`config.mk`:
```
export PLATFORM = sky130hd
export DESIGN_NAME = package_header_parser
export DESIGN_NICKNAME = d
export VERILOG_FILES = /design/src/rtl/hdr_defs.sv /design/src/rtl/pkg_timeout_ctr.sv /design/src/rtl/package_header_parser.sv
export SDC_FILE = /design/constraint.sdc
export NUM_CORES = 1
export LEC_CHECK = 0
export CORE_MARGIN = 2
export CORE_UTILIZATION = 40
export CTS_CLUSTER_DIAMETER = 120
export DETAILED_ROUTE_END_ITERATION = 8
export PLACE_DENSITY = 0.62
export SETUP_SLACK_MARGIN = 0.1
export SYNTH_ARGS = -nofsm -noshare
export SYNTH_HDL_FRONTEND = slang
export SYNTH_SLANG_ARGS = --single-unit
```
`constraint.sdc`:
```
create_clock -name clk -period 2.3 [get_ports clk]
set_clock_uncertainty 0.2 [all_clocks]
set_input_delay 0.345 -clock clk [delete_from_list [all_inputs] [get_ports clk]]
set_output_delay 0.345 -clock clk [all_outputs]
set_load 0.01 [all_outputs]
```
`src/rtl/hdr_defs.sv`:
```
// ----------------------------------------------------------------------------
// hdr_defs
// Shared definitions for the package header parser slice: link word widths,
// default start/trailer markers and the parser FSM state encoding.
// ----------------------------------------------------------------------------
package hdr_defs;

  localparam int WORD_W    = 16;
  localparam int EVTNO_W   = 14;
  localparam int SPILLNO_W = 9;
  localparam int IDX_W     = 10;
  localparam int PKGCNT_W  = 16;

  localparam logic [WORD_W-1:0] DEF_START_WORD = 16'hBCBC;
  localparam logic [WORD_W-1:0] DEF_END_WORD   = 16'hFCFC;

  typedef enum logic [2:0] {
    ST_IDLE,
    ST_EVT,
    ST_SPILL,
    ST_PAYLOAD,
    ST_TRAILER
  } parser_state_t;

  // The event word carries 14 bits of event number; the top two bits must be 0.
  function automatic logic evt_pad_ok(input logic [WORD_W-1:0] w);
    return (w[WORD_W-1:EVTNO_W] == '0);
  endfunction

  // The spill word carries 9 bits of spill number; the top seven bits must be 0.
  function automatic logic spill_pad_ok(input logic [WORD_W-1:0] w);
    return (w[WORD_W-1:SPILLNO_W] == '0);
  endfunction

endpackage

```
`src/rtl/pkg_timeout_ctr.sv`:
```
// ----------------------------------------------------------------------------
// pkg_timeout_ctr
// Counts consecutive idle cycles while a package is in flight and flags the
// cycle on which the TIMEOUT-th idle cycle occurs.
// Ports:
//   clk      system clock
//   rstn     synchronous reset, active-low
//   clear    restart the count (valid word, idle state, abort)
//   inc      this cycle is an idle cycle inside a package
//   expired  combinational: this idle cycle is the TIMEOUT-th in a row
// ----------------------------------------------------------------------------
module pkg_timeout_ctr #(
  parameter int TIMEOUT = 255
) (
  input  logic clk,
  input  logic rstn,
  input  logic clear,
  input  logic inc,
  output logic expired
);

  localparam int CNT_W = (TIMEOUT < 2) ? 1 : $clog2(TIMEOUT + 1);
  localparam logic [CNT_W-1:0] LAST = CNT_W'(TIMEOUT - 1);

  logic [CNT_W-1:0] count;

  // The count holds the number of idle cycles already seen, so the current
  // idle cycle is the TIMEOUT-th one when the count equals TIMEOUT-1.
  assign expired = inc && (count == LAST);

  // Clear wins over increment so the cycle that expires also restarts the count.
  always_ff @(posedge clk) begin
    if (!rstn) begin
      count <= '0;
    end else if (clear) begin
      count <= '0;
    end else if (inc) begin
      count <= count + 1'b1;
    end
  end

endmodule

```
`src/rtl/package_header_parser.sv`:
```
// ----------------------------------------------------------------------------
// package_header_parser
// Parses the 16-bit ADC link word stream into packages:
//   START_WORD, {2'b00,evtno}, {7'b0,spillno}, PAYLOAD_LEN payload words, END_WORD.
// Forwards payload words with their index, publishes evtno/spillno of each
// completed package with a get_package pulse, and flags format errors, bad
// trailers and idle timeouts with a frame_err pulse.
// Ports:
//   clk, rstn       clock, synchronous active-low reset
//   live_rising     start of live window; aborts package, clears pkg_count
//   data_in/valid   link word and its qualifier
//   pkg_evtno/spillno  numbers of the last completed package (held)
//   get_package     1-cycle pulse, package complete
//   payload_data/valid/idx  forwarded payload word, 0-based index
//   frame_err       1-cycle pulse, format error / bad trailer / timeout
//   pkg_count       completed packages since live_rising (wrapping)
// ----------------------------------------------------------------------------
module package_header_parser
  import hdr_defs::*;
#(
  parameter int                PAYLOAD_LEN = 64,
  parameter logic [WORD_W-1:0] START_WORD  = DEF_START_WORD,
  parameter logic [WORD_W-1:0] END_WORD    = DEF_END_WORD,
  parameter int                TIMEOUT     = 255
) (
  input  logic                 clk,
  input  logic                 rstn,
  input  logic                 live_rising,
  input  logic [WORD_W-1:0]    data_in,
  input  logic                 data_valid,
  output logic [EVTNO_W-1:0]   pkg_evtno,
  output logic [SPILLNO_W-1:0] pkg_spillno,
  output logic                 get_package,
  output logic [WORD_W-1:0]    payload_data,
  output logic                 payload_valid,
  output logic [IDX_W-1:0]     payload_idx,
  output logic                 frame_err,
  output logic [PKGCNT_W-1:0]  pkg_count
);

  localparam logic [IDX_W-1:0] LAST_IDX = IDX_W'(PAYLOAD_LEN - 1);

  parser_state_t        state;
  logic [EVTNO_W-1:0]   evt_shadow;
  logic [SPILLNO_W-1:0] spill_shadow;
  logic [IDX_W-1:0]     payload_cnt;
  logic                 tmo_inc;
  logic                 tmo_clear;
  logic                 tmo_expired;

  // Idle cycles only count while a package is open; an abort by live_rising
  // takes precedence, so it must not also register as an idle cycle.
  assign tmo_inc   = (state != ST_IDLE) && !data_valid && !live_rising;
  assign tmo_clear = live_rising || data_valid || (state == ST_IDLE) || tmo_expired;

  pkg_timeout_ctr #(
    .TIMEOUT (TIMEOUT)
  ) u_timeout (
    .clk     (clk),
    .rstn    (rstn),
    .clear   (tmo_clear),
    .inc     (tmo_inc),
    .expired (tmo_expired)
  );

  // Parser FSM with registered outputs. Pulses default low each cycle; the
  // priority is live_rising, then timeout, then the valid word. Event/spill
  // numbers are staged in shadow registers and only published on a good
  // trailer, so a broken package never disturbs pkg_evtno/pkg_spillno.
  always_ff @(posedge clk) begin
    if (!rstn) begin
      state         <= ST_IDLE;
      evt_shadow    <= '0;
      spill_shadow  <= '0;
      payload_cnt   <= '0;
      pkg_evtno     <= '0;
      pkg_spillno   <= '0;
      get_package   <= 1'b0;
      payload_data  <= '0;
      payload_valid <= 1'b0;
      payload_idx   <= '0;
      frame_err     <= 1'b0;
      pkg_count     <= '0;
    end else begin
      get_package   <= 1'b0;
      frame_err     <= 1'b0;
      payload_valid <= 1'b0;
      if (live_rising) begin
        state     <= ST_IDLE;
        pkg_count <= '0;
      end else if (tmo_expired) begin
        frame_err <= 1'b1;
        state     <= ST_IDLE;
      end else if (data_valid) begin
        case (state)
          ST_IDLE: begin
            if (data_in == START_WORD) state <= ST_EVT;
          end
          ST_EVT: begin
            if (evt_pad_ok(data_in)) begin
              evt_shadow <= data_in[EVTNO_W-1:0];
              state      <= ST_SPILL;
            end else begin
              frame_err <= 1'b1;
              state     <= ST_IDLE;
            end
          end
          ST_SPILL: begin
            if (spill_pad_ok(data_in)) begin
              spill_shadow <= data_in[SPILLNO_W-1:0];
              payload_cnt  <= '0;
              state        <= ST_PAYLOAD;
            end else begin
              frame_err <= 1'b1;
              state     <= ST_IDLE;
            end
          end
          ST_PAYLOAD: begin
            payload_data  <= data_in;
            payload_valid <= 1'b1;
            payload_idx   <= payload_cnt;
            payload_cnt   <= payload_cnt + 1'b1;
            if (payload_cnt == LAST_IDX) state <= ST_TRAILER;
          end
          ST_TRAILER: begin
            if (data_in == END_WORD) begin
              pkg_evtno   <= evt_shadow;
              pkg_spillno <= spill_shadow;
              get_package <= 1'b1;
              pkg_count   <= pkg_count + 1'b1;
            end else begin
              frame_err <= 1'b1;
            end
            state <= ST_IDLE;
          end
          default: state <= ST_IDLE;
        endcase
      end
    end
  end

endmodule

```
# Word-level counts from Yosys, hierarchy flattened
# Cells that the tools add are included.
[classes]
addsub = 3
eq_ne = 11
n_mux = 15
bitwise = 5
reduce_logical = 25
[ops]
columns = ["op", "count"]
rows = [
  ["== test 16 bit (second input constant)", 2],
  ["case mux 10 bit (2 select lines)", 1],
  ["AND reduction 5 bit", 4],
  ["adder 16 x 1 -> 16 bit (second input constant)", 1],
  ["case mux 3 bit (4 select lines)", 1],
  ["adder 10 x 1 -> 10 bit (second input constant)", 1],
  ["== test 10 x 6 -> 1 bit (second input constant)", 1],
  ["two-way mux 10 bit", 1],
  ["adder 8 x 1 -> 8 bit (second input constant)", 1],
  ["== test 8 bit (second input constant)", 1],
  ["AND reduction 4 bit", 2],
  ["logical NOT 7 bit", 1],
  ["two-way mux 1 bit", 7],
  ["== test 3 x 2 -> 1 bit (second input constant)", 2],
  ["two-way mux 3 bit", 2],
  ["NOT 1 bit", 5],
  ["OR reduction 5 bit", 1],
  ["two-way mux 2 bit", 2],
  ["!= test 2 bit (second input constant)", 2],
  ["OR reduction 2 bit", 2],
  ["OR reduction 4 bit", 1],
  ["== test 3 x 1 -> 1 bit (second input constant)", 1],
  ["== test 3 bit (second input constant)", 1],
  ["logical AND 1 bit", 3],
  ["other kinds (10)", 13],
]
[totals]
reg_bits = 112
input_bits = 20
out_inout_bits = 68
elab_cells = 72

# Longest topological paths before layout
# Gate-level depths: netlist of run 1.
[logic_depth]
ltp_word = 6
mapped_depth = 7

# By module
# Synthesis of run 1 repeated with hierarchy kept, for this count alone.
[hier_totals]
cells_unflattened = 564
hier_area_um2 = 4822.1
[modules_own_cells]
columns = ["module", "n_inst", "cells_each", "area_each_um2"]
rows = [
  ["package_header_parser", 1, 522, 4453.0],
  ["pkg_timeout_ctr", 1, 42, 369.1],
]

# Worst setup path after synthesis of run 1
# No wires, ideal clock.
[synth_path]
kind = "input -> register"
startpoint = "input port data_in[9]"
endpoint = "register payload_cnt[5]"
setup_ns = 0.116
t_arrival_ns = 1.671
setup_slack_ns = 0.313
cell_stages = 5
path_buffers = 1
path_cell_list = "or4_4 > o21ba_1 > buf_6 > o311a_1 > a31o_1"
[synth_via]
elab_chain_cells = 3
[synth_lines]
columns = ["element", "line", "text"]
rows = [
  ["start, declared", "package_header_parser.sv:29", "input logic [WORD_W-1:0] data_in,"],
  ["logical NOT 7 bit", "hdr_defs.sv:32", "return (w[WORD_W-1:SPILLNO_W] == '0);"],
  ["!= test 2 bit (no source line)", "-", ""],
  ["AND reduction 5 bit (no source line)", "-", ""],
  ["end signal, assigned", "package_header_parser.sv:122", "payload_cnt <= payload_cnt + 1'b1;"],
  ["end, declared", "package_header_parser.sv:46", "logic [IDX_W-1:0] payload_cnt;"],
]
# No other way between the ends.
# A chain may end at the register's enable or synchronous reset.

# Final worst setup path of run 1
[layout_path]
startpoint = "input port data_in[15]"
endpoint = "register spill_shadow[4]"
[layout_via]
elab_chain_cells = 2
[layout_lines]
columns = ["element", "line", "text"]
rows = [
  ["logical NOT 7 bit", "hdr_defs.sv:32", ""],
  ["AND reduction 5 bit (no source line)", "-", ""],
  ["end signal, assigned", "package_header_parser.sv:110", "spill_shadow <= data_in[SPILLNO_W-1:0];"],
  ["end, declared", "package_header_parser.sv:45", "logic [SPILLNO_W-1:0] spill_shadow;"],
]
# No other way between the ends.

==> results of run 1 <==
critical path: stages:
cell and delay, ns:
sky130_fd_sc_hd__clkdlybuf4s50_1 0.48, sky130_fd_sc_hd__or4_4 0.53, sky130_fd_sc_hd__buf_4 0.16, sky130_fd_sc_hd__nor4_2 0.20, sky130_fd_sc_hd__buf_4 0.24, sky130_fd_sc_hd__mux2i_1 0.20, sky130_fd_sc_hd__nor2_1 0.05
cell type report:
cell class / count / area share, %
clock buffers: 10 / 3.54
clock inverters: 6 / 1.00
inverters: 6 / 0.333
multi-input cells: 412 / 38.0
flip-flops and latches: 112 / 33.2
well taps: 168 / 3.11
repair buffers: 148 / 20.8
cell families (layout without fill, tap and decap cells):
| family | Yosys count | after routing | synth area share, % |
|---|---|---|---|
| and+or+nand+nor | 245 | 245 | 26.1 |
| AOI/OAI and AO/OA | 128 | 128 | 16.8 |
| DFF | 112 | 112 | 44.7 |
| buffers and inverters | 53 | 170 | 4.61 |
| muxes | 29 | 29 | 5.78 |
| xor gates and xnor gates | 6 | 6 | 1.05 |
| adders and majority gates | 4 | 4 | 0.997 |
how the worst max path moves through the flow:
| stage | start | to | slack (ns) |
|---|---|---|---|
| floorplan | data_in[9] | payload_cnt[5]$_SDFFE_PN0P_ | 0.31 |
| global placement | data_in[9] | spill_shadow[6]$_SDFFE_PN0P_ | -0.20 |
| detailed placement | data_in[15] | spill_shadow[4]$_SDFFE_PN0P_ | -0.21 |
| CTS | data_in[15] | spill_shadow[4]$_SDFFE_PN0P_ | 0.15 |
| global route | data_in[9] | spill_shadow[2]$_SDFFE_PN0P_ | 0.06 |
| finish | data_in[15] | spill_shadow[4]$_SDFFE_PN0P_ | 0.13 |
per-stage QoR:
step                setup TNS [ns]  util, %
floorplan                        0        -
global placement             -3.88     53.0
detailed placement           -5.97     53.0
CTS                              0     55.5
global route                     0     55.8
finish                           0     55.8
layer usage:
metal / part of all wire [%] / global-route usage (%) / vias up
li1: - / - / 2353
met1: 44 / 28.7 / 2288
met3: 4.1 / 3.66 / 17
met2: 50 / 36.6 / 103
met5: 0 / 0 / -
met4: 1.8 / 7.70 / 0
state kept, by name, indices dropped and copies added (netlist names):
register	flops
evt_shadow	14
payload_data	16
pkg_spillno	9
spill_shadow	9
state	3
payload_idx	10
get_package	1
payload_cnt	10
payload_valid	1
pkg_count	16
frame_err	1
pkg_evtno	14
u_timeout.count	8
power breakdown:
group | internal (µW) | total [µW] | leakage (µW) | switching (µW)
registers | 1940 | 1940 | 0.000902 | 0.000519
clock network | 879 | 1610 | 0.000145 | 734
logic | 86.7 | 191 | 0.00122 | 105
cell usage in the layout (no fill, tap or decap), types with 7 or more instances in the layout:
| cell | n |
|---|---|
| sky130_fd_sc_hd__nand4_1 | 39 |
| sky130_fd_sc_hd__nor2_1 | 42 |
| sky130_fd_sc_hd__o31ai_1 | 26 |
| sky130_fd_sc_hd__mux2i_1 | 29 |
| sky130_fd_sc_hd__buf_4 | 55 |
| sky130_fd_sc_hd__o311ai_0 | 7 |
| sky130_fd_sc_hd__dfxtp_1 | 112 |
| sky130_fd_sc_hd__and4_1 | 8 |
| sky130_fd_sc_hd__clkdlybuf4s50_1 | 87 |
| sky130_fd_sc_hd__o21ai_0 | 7 |
| sky130_fd_sc_hd__nand3_1 | 16 |
| sky130_fd_sc_hd__nand2_1 | 71 |
| sky130_fd_sc_hd__clkbuf_16 | 9 |
| sky130_fd_sc_hd__and2_1 | 7 |
| sky130_fd_sc_hd__nand2b_1 | 14 |
| sky130_fd_sc_hd__a21oi_1 | 59 |
timing repair:
item | CTS | global route
setup buffers | 0 | 2
hold endpoints to repair | 0 | 0
gates resized for setup | 0 | 4
endpoints found under the setup margin | 0 | 15
==> results.txt, run 1 <==
For this run, the number of Yosys warnings is 0. The residual antenna-violating net count after detailed routing was 0. TritonCTS built the clock tree. The non-filler instance count after layout came out at 862.

For this run, asynchronously set or reset flops after synthesis account for 0%. The antenna diode count was 0; the top fanout value on the critical path was 9. The number of vias per cell was 5.52; the vertical extent of the die was 116 µm.

Once placement completed, the tool counted placed cells totaling 844. The tools report the register-to-register setup slack as 0.24 ns. The tightest min-delay check is of the reg2reg type. The required time of the worst setup path was 2.34 ns; the number of vias in the routed layout was 4761. Endpoint of the worst register-to-register path: pkg_count[13]$_SDFFE_PP0P_.

The analysis attributes to cell leakage a power of 0.00227 µW. The path with the worst hold slack has its endpoint at payload_data[6]$_SDFFE_PN0P_. Setup violations remaining at the end of the flow were counted as 0. Layout cell share with drive strength beyond 1: 13.4%. The critical path is of the in2reg type. The tool flagged a number of max-cap violations equal to 0.

The kind of launch point of the worst setup path was an input pin. The logs give 41.4% for the initial cell density of the core and 0 for the DRC violations left. The design area is 6750 µm².

After the last flow step, the layout net total stands at 713. Cell with the most instances after synthesis: sky130_fd_sc_hd__dfxtp_1. Dominant synthesized flop cell: sky130_fd_sc_hd__dfxtp_1. The flow ran to the end, and the final reports show no timing, DRC or antenna violations. The average wire per standard cell was 16.3 µm. Setup repair after global routing could not meet its margin everywhere. The number of enable-type register cells in the synthesized netlist was 0; the site row count was 40.

The number of instances in the synthesized netlist is 577. Counting instances, the worst hold path has a depth of 2. STA puts the critical path data arrival time at 2.22 ns. The routed design could run at a clock period as short as 2.17 ns. For the number of global-route vias before repair, the log shows 4724.

The I/O pin total came out at 88. The clock edge transition at the registers on the reported setup and hold paths is 0.07 ns. The number of distinct library cell variants in the gate-level netlist after synthesis was 54; the post-synthesis sequential element count was 112.

Setup slack on the critical path of the routed design comes to 0.127 ns. The endpoint type of the worst setup path is a flop. The run gives 0 as the final hold violation count. Summing every instance area after synthesis gives 5020 µm². The number of antenna violations at the first check in global routing is 0, and the overall die area is 13500 µm².

In this run, CTS created clock tree buffers numbering 9. In the final layout, the multi-input gates occupy 2570 µm². The sequential cells in the finished layout cover a total of 2240 µm². In this run the tool buffered the top-level ports with 87 buffer cells. The number of cells on the worst reg-to-reg path came out at 4.

In this run the tightest slew margin relative to its limit is 55.2%. Worst-case hold slack: 0.253 ns. The logs give 460 MHz for the achievable clock frequency and 44.7% for the sequential element share of the synthesized area. The post-synthesis area per instance came out at 8.70 µm².

The instance area at placement is 6420 µm², and the placeable core region is 12100 µm². The startpoint identified for the worst hold timing path is payload_data[6]$_SDFFE_PN0P_. The post-DP HPWL is 10.0 mm. After global routing the overflow that remains totals 0. The die is 116 µm wide. For the pin with the worst max-slew slack, the measured transition is 0.671 ns. The logs give 243 for the initial detailed-routing violation count and 601 for the synthesized net count.

The first global-routing pass estimated 23.4 mm of wire. The later pin in the worst-skew pair is clocked with a latency of 0.35 ns. The worst flop-to-flop path startpoint was pkg_count[2]$_SDFFE_PP0P_.

Counting every sink on the clock net gives 112. The maximum number of pins on one net before global-route repair is 49, and the share of the synthesized area in the top cell type is 44.7%. The synthesized design spends more area on one cell type than any other, namely sky130_fd_sc_hd__dfxtp_1.

The final critical path takes up 94.5% of the cycle. The filler cells instantiated in the layout total 1125. The tree is rooted in a sky130_fd_sc_hd__clkbuf_16.

The tools report the H-tree depth reported by CTS as 3. Compared with the post-synthesis result, the final layout area differs by 34.5%. The congestion estimate from routability-driven global placement came to 0.828. Across every metal layer, demand over resource in global routing totals 21.9%.

Summing internal, switching and leakage power gives 3740 µW. Before antenna repair, the detailed router went through 4 iterations. The run gives 0.358 mV as the peak ir drop on the vdd network. The longest clock path from root to sink contains 2 buffers. After synthesis, the most frequently instantiated cells are sky130_fd_sc_hd__dfxtp_1, sky130_fd_sc_hd__nand2_1, sky130_fd_sc_hd__a21oi_1. The routed wire length was 14.1 mm; the placement-stage worst setup slack was -0.215 ns. Power spread over the standard cell area amounts to 554 nW/µm².

Sorting the synthesized cells by area gives the leading types as sky130_fd_sc_hd__dfxtp_1, sky130_fd_sc_hd__a21oi_1, sky130_fd_sc_hd__mux2i_1. The count of pins over their slew limit is 0. The number of buffers inserted for hold repair after clock tree synthesis is 0.
Power figures use the tool's default switching activity.
==> run 2, diff against run 1 <==
- CORE_ASPECT_RATIO: default -> 0.6
- CORE_UTILIZATION: 40 -> 53
- PLACE_DENSITY: 0.62 -> 0.79
==> run 2 against run 1 <==
  * Die area fell by 24%
  * Worst hold slack better by 0.0066 ns
  * Wire length up 2.0%
  * Via count grew 3.5%
  * Total power shrank 1.9%
  * Global-route usage is 6.9 points higher
  * First-iteration DRC count grew 90%
  * Critical path depth down 1
  * Core utilization is 17 points higher
  * Critical path type unchanged
  * Largest power group unchanged
==> results.txt, run 2 (synthesis results as in run 1) <==
The worst hold path depth was 2 (unchanged); the final global-route overflow total was 0 (unchanged). TritonCTS built the clock tree. The global routing met1 resource utilization was 39.0% (+10 points). The path category of the worst min-delay check is reg2reg. The run finished with clean final reports. For the overall routing resource usage, the log shows 28.8% (+6.9 points). The critical path goes through clkdlybuf4s50_1 > or4_4 > o21ba_1 > buf_4 > nor2_1 > a311oi_1.

The count of pins over their slew limit is 0 (unchanged), and the post-DP HPWL is 10.2 mm (+1.2%). The final critical-path required period is 2.17 ns (-0.00383 ns). The number of buffers inserted by post-CTS setup repair was 0 (unchanged). The tools report the peak ir drop on the vdd network as 0.404 mV (+13%). The number of buffers inserted during clock tree synthesis was 9 (unchanged); the overall power of the completed layout was 3670 µW (-1.9%).

The placeable core region is 9190 µm² (-24%). Residual antenna-violating net count after detailed routing: 0 (unchanged). STA classifies the critical path startpoint as an input pin.

The width of the die works out to 130 µm (+12%). The initial detailed-routing violation count is 461 (+90%). The routability congestion estimate was 0.856 (+3.5%); the clock edge transition at the registers on the reported setup and hold paths was 0.07 ns (about the same).

For the number of global-route vias before repair, the log shows 4773 (+1.0%). In the layout the commonest cells are sky130_fd_sc_hd__dfxtp_1, sky130_fd_sc_hd__clkdlybuf4s50_1, sky130_fd_sc_hd__nand2_1, sky130_fd_sc_hd__a21oi_1, sky130_fd_sc_hd__buf_4. met2 is the most crowded layer. The met2 capacity usage during global routing was 46.7% (+10 points). The vertical extent of the die is 79.4 µm (-32%), and the fraction of met3 tracks used by global routing is 6.30% (+2.6 points). The worst setup path is captured at a flop. Overall die area: 10300 µm² (-24%).

The type of the worst setup path was in2reg. The total leakage power was 0.00226 µW (-0.25%); the signed area change from the synthesized netlist to the final layout was 33.2%. Global-route wire length before repair: 23.3 mm (-0.24%). The H-tree depth reported by CTS was 3 (unchanged). The max-cap check violation count was 0 (unchanged). The final hold violation count came out at 0 (unchanged).

The number of vias per cell was 5.99 (+8.4%). The site row count came out at 27 (-33%). The worst-case hold slack came out at 0.260 ns (+0.00659 ns). The logs give 461 MHz (+0.18%) for the achievable clock frequency and 0.36 ns (about the same) for the insertion delay of the later-clocked pin in the worst-skew pair. The leading cell type in the layout, fill and taps excluded is sky130_fd_sc_hd__dfxtp_1. The tools report the number of setup violations in the final report as 0 (unchanged).

The worst-margin pin slew is 0.637 ns (-0.0343 ns), and the required time of the worst setup path is 2.33 ns (about the same). The arrival time at the worst endpoint came out at 2.20 ns (-0.02 ns). The logs give 88 (unchanged) for the I/O pin total and 57.5% (+2.3 points) for the worst slew slack as a fraction of its limit. The number of antenna violations at the first check in global routing came out at 0 (unchanged). Average wire per standard cell: 17.4 µm (+6.8%).

The power density over the cells works out to 549 nW/µm² (-0.94%). Maximum cell stage delay along the critical path: 0.57 ns (+0.04 ns). The number of cells on the worst reg-to-reg path was 5 (+1). The final period utilization is 94.3% (-0.17 points). The logs give 0 (unchanged) for the number of buffers inserted for hold repair after clock tree synthesis and 112 (unchanged) for the TritonCTS sink count. The logs give 2 (unchanged) for the maximum buffer depth of the clock tree and 5 (+1) for the length of the first detailed-routing pass in iterations. The number of buffer and inverter instances along the worst setup path came out at 2 (-1). The tree is rooted in a sky130_fd_sc_hd__clkbuf_16. The count of buffers inserted at the top-level ports came out at 87 (unchanged). The largest registers in the layout are payload_data (16), pkg_count (16). The logs give 4927 (+3.5%) for the number of vias in the routed layout and 0 (unchanged) for the DRC violations left.

The top fanout value on the critical path is 6 (-3), and the initial cell density of the core is 54.6% (+13 points). For the antenna diode count, the log shows 0 (unchanged). The count of nets after finishing came out at 713 (unchanged).

The depth of the critical timing path with buffers and inverters included was 6 (-1); the maximum number of pins on one net before global-route repair was 62 (+27%). The layout cell share with drive strength beyond 1 works out to 13.3% (-0.12 points). The critical path's top delay family is simple AND/OR/NAND/NOR gates.

Setup repair after global routing could not meet its margin everywhere. Among all stages on the critical path, the largest delay is contributed by sky130_fd_sc_hd__or4_4. The tools report the routed wire length as 14.3 mm (+2.0%).
-- run 2: layout make-up --
class	instances	area [µm²]
Clock inverter	6	60.1
Fill cell	701	2500
Tap cell	130	163
Inverter	6	22.5
Sequential cell	112	2240
Timing Repair Buffer	148	1400
Multi-Input combinational cell	412	2570
Clock buffer	9	225
-- run 2: metrics by stage --
step / utilization [%] / setup TNS, ns / area [µm²] / std cells / worst slack, ns
finish: 72.8 / 0 / 6690 / 823 / 0.131
global route: 72.8 / 0 / 6690 / 823 / 0.0968
CTS: 72.6 / 0 / 6670 / 823 / 0.107
detailed placement: 69.5 / -7.17 / 6380 / 808 / -0.291
global placement: 69.5 / -3.54 / 6380 / 808 / -0.231
floorplan: - / 0 / 5020 / 577 / 0.313
-- run 2: worst paths after layout --
check	startpoint	end	slack, ns
worst min register to register	payload_idx[4]$_SDFFE_PN0P_	payload_idx[4]$_SDFFE_PN0P_	0.26
worst max-delay path	data_in[9]	payload_cnt[7]$_SDFFE_PN0P_	0.13
worst max register to register	state[1]$_SDFFE_PP0P_	pkg_evtno[3]$_SDFFE_PN0P_	0.24
worst min-delay path	payload_idx[4]$_SDFFE_PN0P_	payload_idx[4]$_SDFFE_PN0P_	0.26
-- run 2: timing repair --
| action | 4_1_cts | 5_1_grt |
|---|---|---|
| endpoints found under the hold margin | 0 | 0 |
| resized for setup | 0 | 8 |
| endpoints found under the setup margin | 0 | 6 |
-- run 2: per-layer routing --
layer | vias to the layer above | part of all wire [%]
met5 | - | 0
met2 | 184 | 47
met4 | 0 | 1.1
met1 | 2378 | 45
met3 | 15 | 6.3
li1 | 2350 | -
-- run 2: report_power, final --
group          internal, µW  switching (µW)
combinational          85.8             104
clock                   763             780
sequential             1940        0.000577
-- run 2: tightest hold or removal path: cells and delay by family, from the launching register on --
kind	cells	cell delay [ns]
AOI/OAI and AO/OA	1	0.05
DFF	1	0.31
and+or+nand+nor	1	0.05
==> run 3, diff against run 2 <==
- CORE_UTILIZATION: 53 -> 48
- PLACE_DENSITY: 0.79 -> 0.76
- clock period: 2.3 -> 1.7 ns (I/O delays scaled with it)
==> run 3 against run 2 <==
  * The run now ends with setup timing left
  * Final area rose by 35%
  * Cell count rose by 13%
  * Sequential share of layout area fell by 8.4 points
  * Core utilization rose by 17 points
  * Die area rose by 10%
  * Count of clock-buffer cells in the layout did not move
  * Wire length rose by 86%
  * First-iteration DRC count rose by 92%
  * Non-clock buffer count rose by 99
  * Combinational power rose by 140%
  * Largest cell class unchanged
  * Largest power group unchanged
==> results.txt, run 3 (synthesis results as in run 1) <==
The width of the die is 136 µm (+4.9%), and the I/O pin total is 88 (unchanged). The residual antenna-violating net count after detailed routing came out at 0 (unchanged). The final hold violation count came out at 0 (unchanged).

For the length of the first detailed-routing pass in iterations, the log shows 7 (+2). The run gives 0 (unchanged) as the DRC violations left. The average wire per standard cell came out at 28.7 µm (+65%). Non-filler instance count after layout: 929 (+13%).

The arrival time at the worst endpoint was 2.07 ns (-0.13 ns). The clock edge transition at the registers on the reported setup and hold paths was 0.09 ns (+0.02 ns). The number of global-route vias before repair is 5454 (+14%).

For the number of setup violations in the final report, the log shows 103 (+103). The sum of negative setup slack is -13.70 ns (-13.70 ns). The initial detailed-routing violation count was 884 (+92%).

The top cell types in the final layout, fill and taps aside, are sky130_fd_sc_hd__dfxtp_1, sky130_fd_sc_hd__buf_4, sky130_fd_sc_hd__dlygate4sd2_1, sky130_fd_sc_hd__nor2_1, sky130_fd_sc_hd__nand4_1. The overall die area came out at 11300 µm² (+10%). Critical path's slowest cell: sky130_fd_sc_hd__o311ai_4. The placeable core region is 10000 µm² (+9.0%). The startpoint of the lowest-slack hold path is data_in[9].

Among cell families on the critical path, the largest total delay comes from simple AND/OR/NAND/NOR gates. The run gives 31 (-50%) as the maximum number of pins on one net before global-route repair. The count of buffers inserted at the top-level ports was 87 (unchanged).

The number of cells after detailed placement was 864 (+6.9%). The tools report the number of antenna violations at the first check in global routing as 1 (+1). The logs give 3 (unchanged) for the H-tree depth reported by CTS and 1.74 ns (-0.59 ns) for the required time of the worst setup path. Layout cell share with drive strength beyond 1: 46.4% (+33 points). The signal on the critical path passes through buf_4 > and4_1 > nand4_1 > o311ai_4 > o41ai_2.

The path category of the worst min-delay check was in2reg. The number of buffers inserted during clock tree synthesis is 9 (unchanged), and the final period utilization is 120%. The area growth from synthesis to layout is 79.6%. Timing would allow up to 492 MHz. The endpoint type of the worst setup path was a flop.

The max-cap check violation count came out at 0 (unchanged). The start point of the critical path was pkg_count[3]$_SDFFE_PP0P_. The tools report the routed wire length as 26.7 mm (+86%). The tools report the placement-stage worst setup slack as -0.731 ns (-0.440 ns). The startpoint identified for the worst register-to-register timing path is pkg_count[3]$_SDFFE_PP0P_. Worst slew slack as a fraction of its limit: 68.8% (+11 points). The number of vias in the routed layout is 6617 (+34%), and the initial cell density of the core is 50.1% (-4.5 points). Peak ir drop on the vdd network: 0.565 mV (+40%). Setup repair after global routing could not meet its margin everywhere. The total leakage power is 0.00367 µW (+62%), and the routability congestion estimate is 0.867 (+1.2%). The final critical-path required period works out to 2.03 ns. TritonCTS built the clock tree. The site row count came out at 28 (+3.7%). The global-route wire length before repair was 28.1 mm (+20%). The worst setup path is launched from a flop. The flow ran to the end, but the final reports show violations. For the insertion delay of the later-clocked pin in the worst-skew pair, the log shows 0.37 ns (about the same).

For the count of pins over their slew limit, the log shows 0 (unchanged). In the final layout, the registers with the most flip-flops are payload_data (16), pkg_count (16). The tools report the post-DP HPWL as 10.9 mm (+7.5%).

The overall routing resource usage was 31.1% (+2.3 points); the top fanout value on the critical path was 6 (unchanged). The checks that failed: setup timing. Number of vias per cell: 7.12 (+19%). The maximum cell stage delay along the critical path works out to 0.41 ns (-0.16 ns).

The TritonCTS sink count came out at 112 (unchanged). The logs give 0 (unchanged) for the final global-route overflow total and 2 (unchanged) for the maximum buffer depth of the clock tree. The power density over the cells came out at 584 nW/µm² (+6.4%).

The cell at the root of the clock tree was sky130_fd_sc_hd__clkbuf_16. The leading cell type in the layout, fill and taps excluded was sky130_fd_sc_hd__dfxtp_1. Worst-margin pin slew: 0.466 ns (-0.171 ns). The worst setup path is of the reg2reg kind.

The worst path setup slack after routing is -0.334 ns (-0.465 ns), and the count of nets after finishing is 812 (+14%). The number of buffer and inverter instances along the worst setup path is 1 (-1). Vertical extent of the die: 83.2 µm (+4.8%).
## run 3: cell types whose count changed in the layout (fill, tap and decap cells not counted), moves of 13 or more
cell	change
sky130_fd_sc_hd__nand2_4	+22
sky130_fd_sc_hd__o31ai_1	-26
sky130_fd_sc_hd__o31ai_4	+18
sky130_fd_sc_hd__a21oi_2	+33
sky130_fd_sc_hd__buf_4	+40
sky130_fd_sc_hd__buf_6	+28
sky130_fd_sc_hd__dfxtp_1	-13
sky130_fd_sc_hd__dlygate4sd2_1	+75
sky130_fd_sc_hd__a21oi_1	-33
sky130_fd_sc_hd__clkdlybuf4s50_1	-86
sky130_fd_sc_hd__nand2_1	-33
## run 3: stage by stage
step | hold slack [ns] | area [µm²] | total power (µW) | utilization (%)
floorplan | 0.191 | 5120 | 2790 | -
global placement | 0.241 | 6870 | 2960 | 68.6
detailed placement | 0.245 | 6870 | 2970 | 68.6
CTS | 0.0404 | 7710 | 5060 | 76.9
global route | 0.0759 | 9020 | 5350 | 90.0
finish | 0.0721 | 9020 | 5260 | 90.0
## run 3: layout make-up
type / instances / area, µm²
diodes: 1 / 2.50
clock buffers: 9 / 225
flip-flops and latches: 112 / 2270
repair buffers: 247 / 2580
well taps: 135 / 169
multi-input cells: 412 / 3670
clock inverters: 7 / 75.1
fillers: 362 / 1000
inverters: 6 / 22.5
## run 3: repair_timing
action | 4_1_cts | 5_1_grt
pin swaps | 28 | 92
gates cloned | 3 | 16
gates resized for setup | 201 | 195
setup endpoints to repair | 173 | 113
setup buffers | 12 | 18
hold endpoints to repair | 1 | 0
hold buffers | 1 | 0
## run 3: final timing paths
kind | end | slack (ns) | cells after the start
worst max-delay path | pkg_count[10]$_SDFFE_PP0P_ | -0.33 | 5
worst min-delay path | payload_data[9]$_SDFFE_PN0P_ | 0.07 | 4
worst max register to register | pkg_count[10]$_SDFFE_PP0P_ | -0.33 | 5
worst min register to register | payload_idx[5]$_SDFFE_PN0P_ | 0.26 | 2
## run 3: routing by layer
layer	GRT usage, %	vias to the layer above	wire (µm)
met5	0	-	0
met4	12.8	0	2010
met3	6.78	241	3370
met2	50.5	691	11700
met1	40.0	3116	9600
li1	-	2569	-
## run 3: report_power, final
group	total, µW	switching (µW)	internal, µW
Combinational	457	264	193
Sequential	2610	0.000430	2610
Clock	2190	1150	1040
Total	5260	1420	3840
## run 3: worst min-delay path, cell delays in order
cell and delay (ns):
sky130_fd_sc_hd__buf_8 0.10, sky130_fd_sc_hd__buf_4 0.14, sky130_fd_sc_hd__nand2_4 0.07, sky130_fd_sc_hd__a21oi_2 0.05
==> patch (flow settings as in run 1) <==
Set the package constant `SPILLNO_W` to 8 (it was 9).
--- a/src/rtl/hdr_defs.sv
+++ b/src/rtl/hdr_defs.sv
@@ -9,3 +9,3 @@
   localparam int EVTNO_W   = 14;
-  localparam int SPILLNO_W = 9;
+  localparam int SPILLNO_W = 8;
   localparam int IDX_W     = 10;
Ports: changed (resized pkg_spillno); port bits go from 88 to 87. The function was not compared with the original's and may differ.
==> patch against run 1 <==
- the flow now finishes with violations (design-rule violations)
- die area shrank 5.3%
- sequential cell count fell by 2
- worst setup slack gained 0.021 ns
- register-to-register slack lost 0.09 ns
- cell area shrank 4.1%
- power fell by 3.0%
- hold slack worse by 0.085 ns
- maximum frequency increased by 0.98%
- non-clock buffer count decreased by 3
- first-iteration DRC count fell by 3.3%
- area after synthesis shrank 5.5%
- routed wire length fell by 12%
- critical path type is now flip-flop to flip-flop
==> patch: results (changes against run 1) <==
- Reg-to-reg slack, setup: 0.15 ns (-0.09 ns)
- Share of cells above drive strength 1: 0.125 (-0.00901)
- Final-stage net count: 699 (-2.0%)
- Switching power: 801 uW (-4.6%)
- Met3 Track Usage GR: 0.0300 (-0.00662)
- HPWL Detailed: 8900 um (-11%)
- 1st-pass router iterations: 6 (+2)
- Violated checks: design-rule violations
- Hold endpoint: payload_data[13]$_SDFFE_PN0P_
- Drt wl/cell: 15.0 um (-7.8%)
- Leakage: 2.61 nW (+15%)
- Least-Margin Pin Slew: 0.481 ns (-0.190 ns)
- Most frequent cells after synthesis: nand2_1, dfxtp_1, a21oi_1, mux2i_1, nor2_1
- Placed Instances: 801 (-5.1%)
- Worst hold slack: 0.168 ns (-0.0851 ns)
- HP Class: input pin to flip-flop
- Placement Cell Area: 6070 um2 (-5.4%)
- Cell count after synthesis: 555 (-3.8%)
- Syn_nets: 579 (-3.7%)
- GR Util met2: 0.292 (-0.0749)
- Drt drc: 7 (+7)
- Status: finished, violations left
- Global Route Usage Sum: 0.190 (-0.0292)
- Hold_sp: data_in[13]
- Sequential area share after synthesis: 0.464 (+0.0174)
- CP Data Arrival Time: 2.20 ns (-0.02 ns)
[patch: timing repair]
| item | CTS | global route |
|---|---|---|
| endpoints found under the hold margin | 0 | 0 |
| pin swaps | 0 | 5 |
| gates cloned | 0 | 3 |
| setup buffers | 0 | 3 |
| resized for setup | 1 | 7 |
| setup endpoints to repair | 15 | 25 |
[patch: critical path, cell delays in order, from the launching register on]
cell and delay [ns]:
dfxtp_1 0.31, or3_4 0.38, and4_4 0.21, or4_4 0.62
buf_12 0.18, mux2i_2 0.14
[patch: power by group through the flow]
stage / registers, mW / logic [mW] / clock network, mW
floorplan: 1.95 / 0.0488 / 0
global placement: 1.95 / 0.146 / 0
detailed placement: 1.95 / 0.147 / 0
CTS: 1.90 / 0.148 / 1.62
global route: 1.90 / 0.160 / 1.69
finish: 1.90 / 0.149 / 1.58
[patch: worst max-delay path by stage]
stage | startpoint | slack (ns) | to | cells past startpoint
detailed placement | data_in[14] | -0.20 | pkg_spillno[4]$_SDFFE_PN0P_ | 7
finish | state[0]$_SDFFE_PP0P_ | 0.15 | pkg_evtno[10]$_SDFFE_PN0P_ | 5
global placement | data_in[14] | -0.17 | pkg_evtno[5]$_SDFFE_PN0P_ | 7
global route | state[0]$_SDFFE_PP0P_ | 0.09 | pkg_evtno[10]$_SDFFE_PN0P_ | 5
CTS | u_timeout.count[0]$_SDFFE_PP0P_ | 0.13 | pkg_spillno[4]$_SDFFE_PN0P_ | 7
floorplan | state[0]$_SDFFE_PP0P_ | 0.12 | pkg_evtno[0]$_SDFFE_PN0P_ | 7
[patch: area by class of cell]
cell class	instances	area (um2)
Clock buffer	11	233
Clock inverter	5	65.1
Fill cell	1082	5040
Inverter	6	22.5
Multi-Input combinational cell	403	2380
Sequential cell	110	2200
Tap cell	143	179
Timing Repair Buffer	145	1400
[patch: logic make-up (layout without fill, tap and decap cells)]
group / after synthesis / count (layout) / share of synthesized area
AO/OA/AOI/OAI: 99 / 99 / 0.126
adder cells (fa/ha/maj): 4 / 4 / 0.0105
XOR/XNOR: 6 / 6 / 0.0111
buffers and inverters: 42 / 167 / 0.0388
flip-flops: 110 / 110 / 0.464
AND/OR/NAND/NOR: 254 / 254 / 0.265
multiplexers: 40 / 40 / 0.0844
[patch: per-layer routing]
layer | up-vias | part of all wire
met2 | 79 | 0.47
met5 | - | 0
met3 | 17 | 0.033
li1 | 2211 | -
met1 | 2068 | 0.48
met4 | 0 | 0.018
